**src/rtl/branch_resolve_ctrl.sv**
```systemverilog
// Purpose: in-order branch prediction queue between IF and ID, with mispredict recovery and predictor training.
// Latency: redirect/flush/training outputs are registered one cycle after the resolving cycle; recovery lasts FLUSH+REFILL.
// Backpressure: pred_ready drops when the queue is full or recovery is in progress; res_valid is never backpressured.
module branch_resolve_ctrl #(
  parameter int XLEN  = 64,
  parameter int DEPTH = 4
) (
  input  logic            clk,
  input  logic            rst,
  input  logic            pred_valid,
  input  logic [XLEN-1:0] pred_pc,
  input  logic [XLEN-1:0] pred_target,
  input  logic            pred_taken,
  output logic            pred_ready,
  input  logic            res_valid,
  input  logic [XLEN-1:0] res_target,
  input  logic            res_taken,
  output logic            redirect_valid,
  output logic [XLEN-1:0] redirect_pc,
  output logic            flush,
  output logic            stall,
  output logic            upd_valid,
  output logic [XLEN-1:0] upd_pc,
  output logic            upd_taken,
  output logic            err_underflow,
  output logic [31:0]     mispredict_cnt
);

  localparam int AW = $clog2(DEPTH);
  localparam logic [AW:0] QFULL = (AW + 1)'(DEPTH);

  typedef enum logic [1:0] {RUN, FLUSH, REFILL} state_t;

  state_t            state_q, state_d;
  logic [XLEN-1:0]   q_pc_q  [DEPTH];
  logic [XLEN-1:0]   q_tgt_q [DEPTH];
  logic              q_tk_q  [DEPTH];
  logic [AW-1:0]     wr_ptr_q, wr_ptr_d, rd_ptr_q, rd_ptr_d;
  logic [AW:0]       count_q, count_d;
  logic              rdy_en_q;
  logic              redirect_valid_q, redirect_valid_d;
  logic [XLEN-1:0]   redirect_pc_q, redirect_pc_d;
  logic              flush_q, flush_d;
  logic              stall_q, stall_d;
  logic              upd_valid_q, upd_valid_d;
  logic [XLEN-1:0]   upd_pc_q, upd_pc_d;
  logic              upd_taken_q, upd_taken_d;
  logic              err_q, err_d;
  logic [31:0]       mispredict_cnt_q, mispredict_cnt_d;
  logic              push, pop, mismatch;
  // Predicted direction is kept with the entry for debug; training uses the resolved direction.
  logic              unused_head_taken;

  assign unused_head_taken = q_tk_q[rd_ptr_q];

  // rdy_en_q holds pred_ready low through reset and for the cycle rst is released.
  assign pred_ready = rdy_en_q && (state_q == RUN) && (count_q < QFULL);

  assign redirect_valid = redirect_valid_q;
  assign redirect_pc    = redirect_pc_q;
  assign flush          = flush_q;
  assign stall          = stall_q;
  assign upd_valid      = upd_valid_q;
  assign upd_pc         = upd_pc_q;
  assign upd_taken      = upd_taken_q;
  assign err_underflow  = err_q;
  assign mispredict_cnt = mispredict_cnt_q;

  // Next-state: queue bookkeeping, head compare, recovery sequencing and training.
  always_comb begin
    push             = pred_valid && pred_ready;
    pop              = res_valid && (state_q == RUN) && (count_q != '0);
    mismatch         = pop && (res_target != q_tgt_q[rd_ptr_q]);
    state_d          = state_q;
    wr_ptr_d         = wr_ptr_q;
    rd_ptr_d         = rd_ptr_q;
    count_d          = count_q;
    redirect_valid_d = 1'b0;
    redirect_pc_d    = redirect_pc_q;
    flush_d          = 1'b0;
    stall_d          = stall_q;
    upd_valid_d      = 1'b0;
    upd_pc_d         = upd_pc_q;
    upd_taken_d      = upd_taken_q;
    err_d            = err_q;
    mispredict_cnt_d = mispredict_cnt_q;
    case (state_q)
      RUN: begin
        stall_d = 1'b0;
        if (res_valid && (count_q == '0)) err_d = 1'b1;
        if (pop) begin
          upd_valid_d = 1'b1;
          upd_pc_d    = q_pc_q[rd_ptr_q];
          upd_taken_d = res_taken;
        end
        if (mismatch) begin
          // Everything younger than the head is wrong-path, including a same-cycle push.
          state_d          = FLUSH;
          wr_ptr_d         = '0;
          rd_ptr_d         = '0;
          count_d          = '0;
          redirect_valid_d = 1'b1;
          redirect_pc_d    = res_target;
          flush_d          = 1'b1;
          stall_d          = 1'b1;
          if (mispredict_cnt_q != 32'hFFFF_FFFF) mispredict_cnt_d = mispredict_cnt_q + 32'd1;
        end else begin
          if (push) wr_ptr_d = wr_ptr_q + AW'(1);
          if (pop)  rd_ptr_d = rd_ptr_q + AW'(1);
          if (push && !pop)      count_d = count_q + (AW + 1)'(1);
          else if (pop && !push) count_d = count_q - (AW + 1)'(1);
        end
      end
      FLUSH: begin
        state_d = REFILL;
        stall_d = 1'b1;
      end
      REFILL: begin
        state_d = RUN;
        stall_d = 1'b0;
      end
      default: begin
        state_d = RUN;
        stall_d = 1'b0;
      end
    endcase
  end

  // Control and output registers with synchronous reset.
  always_ff @(posedge clk) begin
    if (rst) begin
      state_q          <= RUN;
      wr_ptr_q         <= '0;
      rd_ptr_q         <= '0;
      count_q          <= '0;
      rdy_en_q         <= 1'b0;
      redirect_valid_q <= 1'b0;
      redirect_pc_q    <= '0;
      flush_q          <= 1'b0;
      stall_q          <= 1'b0;
      upd_valid_q      <= 1'b0;
      upd_pc_q         <= '0;
      upd_taken_q      <= 1'b0;
      err_q            <= 1'b0;
      mispredict_cnt_q <= '0;
    end else begin
      state_q          <= state_d;
      wr_ptr_q         <= wr_ptr_d;
      rd_ptr_q         <= rd_ptr_d;
      count_q          <= count_d;
      rdy_en_q         <= 1'b1;
      redirect_valid_q <= redirect_valid_d;
      redirect_pc_q    <= redirect_pc_d;
      flush_q          <= flush_d;
      stall_q          <= stall_d;
      upd_valid_q      <= upd_valid_d;
      upd_pc_q         <= upd_pc_d;
      upd_taken_q      <= upd_taken_d;
      err_q            <= err_d;
      mispredict_cnt_q <= mispredict_cnt_d;
    end
  end

  // Queue storage; a write during a mispredict is harmless since the pointers are cleared.
  always_ff @(posedge clk) begin
    if (push) begin
      q_pc_q[wr_ptr_q]  <= pred_pc;
      q_tgt_q[wr_ptr_q] <= pred_target;
      q_tk_q[wr_ptr_q]  <= pred_taken;
    end
  end

endmodule

```
**config.mk**
```make
export PLATFORM = sky130hd
export DESIGN_NAME = branch_resolve_ctrl
export DESIGN_NICKNAME = d
export VERILOG_FILES = /design/src/rtl/branch_resolve_ctrl.sv
export SDC_FILE = /design/constraint.sdc
export NUM_CORES = 1
export LEC_CHECK = 0
export BUFFER_PORTS_ARGS = -buffer_cell sky130_fd_sc_hd__buf_2
export CAP_MARGIN = 15
export CORE_AREA = 2 2 157 312
export CTS_BUF_LIST = sky130_fd_sc_hd__clkbuf_4 sky130_fd_sc_hd__clkbuf_8
export DETAILED_ROUTE_END_ITERATION = 6
export DIE_AREA = 0 0 159 314
export GPL_TIMING_DRIVEN = 0
export PLACE_DENSITY_LB_ADDON = 0.15
export SYNTH_ARGS = -nofsm -noshare
export SYNTH_HDL_FRONTEND = slang
export SYNTH_SLANG_ARGS = --single-unit
export TNS_END_PERCENT = 100
```
**constraint.sdc**
```tcl
create_clock -name clk -period 6 [get_ports clk]
set_input_delay 1.2 -clock clk [delete_from_list [all_inputs] [get_ports clk]]
set_output_delay 1.2 -clock clk [all_outputs]
set_load 0.005 [all_outputs]
```
==> run summary <==
The critical path data required time is 6.52 ns. The TritonCTS sink count came out at 689. The max-cap check violation count came out at 0. The first-pass GRT wire length is 95.7 mm. The initialized floorplan defines 113 standard-cell rows. The end of the critical path is redirect_pc[34]. The average instance area after synthesis is 16.3 sq um. The worst hold margin came out at 0.450 ns. The total length of routed wires is 65.1 mm. The library cell used as clock root buffer is clkbuf_8.

In this run, the number of DRC markers left after iteration 0 of detailed routing was 1107. The total routing usage reported by global routing came out at 26.0%. The core area came out at 47500 sq um. The post-CTS resize count is 0. The logic depth of the worst register-to-register path came out at 12. The largest net degree at the start of global routing came out at 55.

The top cell type's share of synthesized area came out at 59.6%. The kind of launch point of the worst setup path is a flop. The post-layout instance count excluding filler cells came out at 2765. The final worst setup slack is 1.73 ns. The post-synth net total is 1790.

At the placement stage, the worst setup path has a slack of 1.73 ns. In the routed design, unresolved DRC markers number 0. No sink is reached through more buffers than the 3 on the longest clock path. The worst min-delay path class is flop to flop. The number of nets in the final layout is 2255. The maximum fanout encountered on the critical timing path is 10. The synthesis-to-finish area growth came out at 18.8%.

The number of antenna violations at the first check in global routing is 20. The biggest area contributor in the post-synthesis netlist is edfxtp_1. The number of storage elements in the synthesis netlist came out at 689. The flow ran to the end, and the final reports show no timing, DRC or antenna violations.

The count of unique library cells instantiated by Yosys came out at 40. The fraction of the cycle the final worst path needs came out at 71.1%. In the layout the commonest cells are edfxtp_1 (512), buf_2 (372), nand2_1 (212).

The endpoint class of the critical path is a flop. The via count of the first global-routing pass is 15807. The cell area after synthesis is 25800 sq um. The final count of negative-setup-slack endpoints is 0. The number of hold-repair buffers added at the cts stage is 0. The starting utilization of the core area is 54.3%. The floorplan step defined a die boundary enclosing 49900 sq um.

Setup slack on the worst reg-to-reg path comes out at 1.73 ns. The number of buffers inserted by post-CTS setup repair came out at 0. The die height is 314 microns. The share of the yosys chip area belonging to registers is 73.3%.

The total overflow left after global routing is 0. Cells with a size suffix above 1 make up 32.2% of the layout. For the final database, setup skew stands at 0.0301 ns. The clock latency on the worst-skew pair is 0.68 ns. The leakage power figure is 10.6 nW.

The die width is 159 microns. In this run the remaining antenna-violating nets after routing total 0. The count of buffers added on input and output ports is 363. In the final timing run, aggregate negative setup slack is 0 ns. The CTS buffer count came out at 92. The HPWL after detailed placement is 45.8 mm. The cell area power density is 353 nW/um^2. The hold violation total from the final report was 0. TritonCTS built the clock tree.

The post-detailed-route via-to-cell ratio came out at 5.64. The total count of max-transition violations in the final report was 0. The time the worst path needs with I/O delays and setup came out at 4.27 ns.

Clock-pin slew was measured on the worst setup and hold paths at 0.07 ns. The detailed router placed 15602 vias in this run. Across the VDD grid, the largest voltage drop is 0.000264 V. The reg-to-reg critical path endpoint is redirect_pc[34]. STA puts the critical path data arrival time at 4.78 ns. Headroom to the max-slew limit came out at 22.3%.

The number of H-tree levels is 3. Setup repair after global routing left no endpoint under its margin. The number of instances in the synthesized netlist came out at 1586. At the end of routability-driven placement, the weighted congestion stood at 0.912.

The actual transition at the worst max-transition pin came out at 1.16 ns. The number of synthesis warnings came out at 0. The post-placement cell count is 2589.

The worst setup path is of the flop to flop kind. The first detailed-routing pass ran for 5 iterations. Sorting the synthesized cells by area gives the leading types as edfxtp_1 (60%), dfxtp_1 (14%), mux4_2 (11%), nand2_1 (3.1%), a21oi_1 (2.9%). The achievable clock frequency is 234 MHz. The number of I/O pins is 365.

In the final routed layout, each cell accounts on average for 23.5 microns. The most frequent standard cell in the layout excluding fill and tap cells is edfxtp_1.
## power by group
group	internal [mW]	switching, mW
Clock	1.99	1.71
Sequential	5.41	0.107
Combinational	0.692	0.914
## per-stage QoR
stage / util (%) / area [sq um] / power, mW
after global placement: 59.8 / 28400 / 7.22
after floorplan: - / 25800 / 6.60
after detailed placement: 60.3 / 28600 / 7.25
final: 64.5 / 30600 / 10.8
after CTS: 64.5 / 30600 / 10.9
after global routing: 64.5 / 30600 / 11.2
## final cells by class
cell class	instances	area (sq um)
timing repair buffer	371	2040
multi-input combinational	797	6460
fill	3521	16900
tap	632	791
inverter	9	33.8
buffer	91	405
clock buffer	121	1580
sequential	689	18900
antenna	5	12.5
clock inverter	50	402
## sequential cells by signal, indices dropped and copies added (netlist names), named ones only
| name | count |
|---|---|
| upd_taken | 1 |
| state_q | 2 |
| flush | 1 |
| stall | 1 |
| q_pc_q | 256 |
| q_tgt_q | 256 |
| redirect_pc | 64 |
| upd_pc | 64 |
| rd_ptr_q | 2 |
| count_q | 3 |
| err_underflow | 1 |
| wr_ptr_q | 2 |
| mispredict_cnt | 32 |
| upd_valid | 1 |
| rdy_en_q | 1 |
## cells in the mapped netlist
library cell,n
mux2_1,4
o21bai_1,1
xor2_1,7
or3_1,10
and4_1,2
mux2_2,1
nor4_1,5
fa_1,1
o31ai_1,8
nor4b_1,1
edfxtp_1,512
mux4_2,128
and2_1,3
xnor2_1,68
a31oi_1,1
nor2_2,1
clkbuf_1,57
or2_2,3
nand3_1,85
dfxtp_1,177
or4_1,8
nor3_1,8
o21a_1,1
nor2_1,31
nor3b_1,1
buf_4,8
buf_6,3
mux2i_1,1
inv_1,9
o21ai_1,1
o21ai_0,10
ha_1,5
buf_2,9
a21oi_1,150
and3_1,12
a211oi_1,1
nand2_1,212
buf_1,14
nand4_1,23
nor2b_1,4
## critical path, stage by stage (launching register included)
cell and delay (ns):
dfxtp_1 0.31, buf_2 0.29, clkbuf_1 0.56, mux4_2 0.42
xnor2_1 0.21, nand4_1 0.23, nor4_1 0.41, nand4_1 0.40
buf_2 0.34, buf_2 0.23, clkbuf_1 0.39, nand3_1 0.21
a21oi_1 0.08
## per-layer routing
layer,global-route usage [%],part of all wire [%]
met2,46.8,53
met4,13.1,4.8
met3,6.68,7.9
met5,0,0.24
met1,28.4,34
## worst min-delay path by stage
stage	start	to	slack, ns	depth (start not counted)
floorplan	state_q[1]	state_q[1]	0.43	1
global placement	redirect_pc[27]	redirect_pc[27]	0.44	2
detailed placement	redirect_pc[16]	redirect_pc[16]	0.44	2
CTS	redirect_pc[16]	redirect_pc[16]	0.45	2
global route	redirect_pc[24]	redirect_pc[24]	0.46	2
finish	redirect_pc[24]	redirect_pc[24]	0.45	2
## kinds of logic after synthesis
group,share of synthesized area [%]
flip-flops,73.3
AND/OR/NAND/NOR,7.18
AO/OA/AOI/OAI,3.47
multiplexers,11.4
buffers and inverters,1.70
XOR/XNOR,2.55
adder cells (fa/ha/maj),0.320
(Power assumes the default switching activity.)
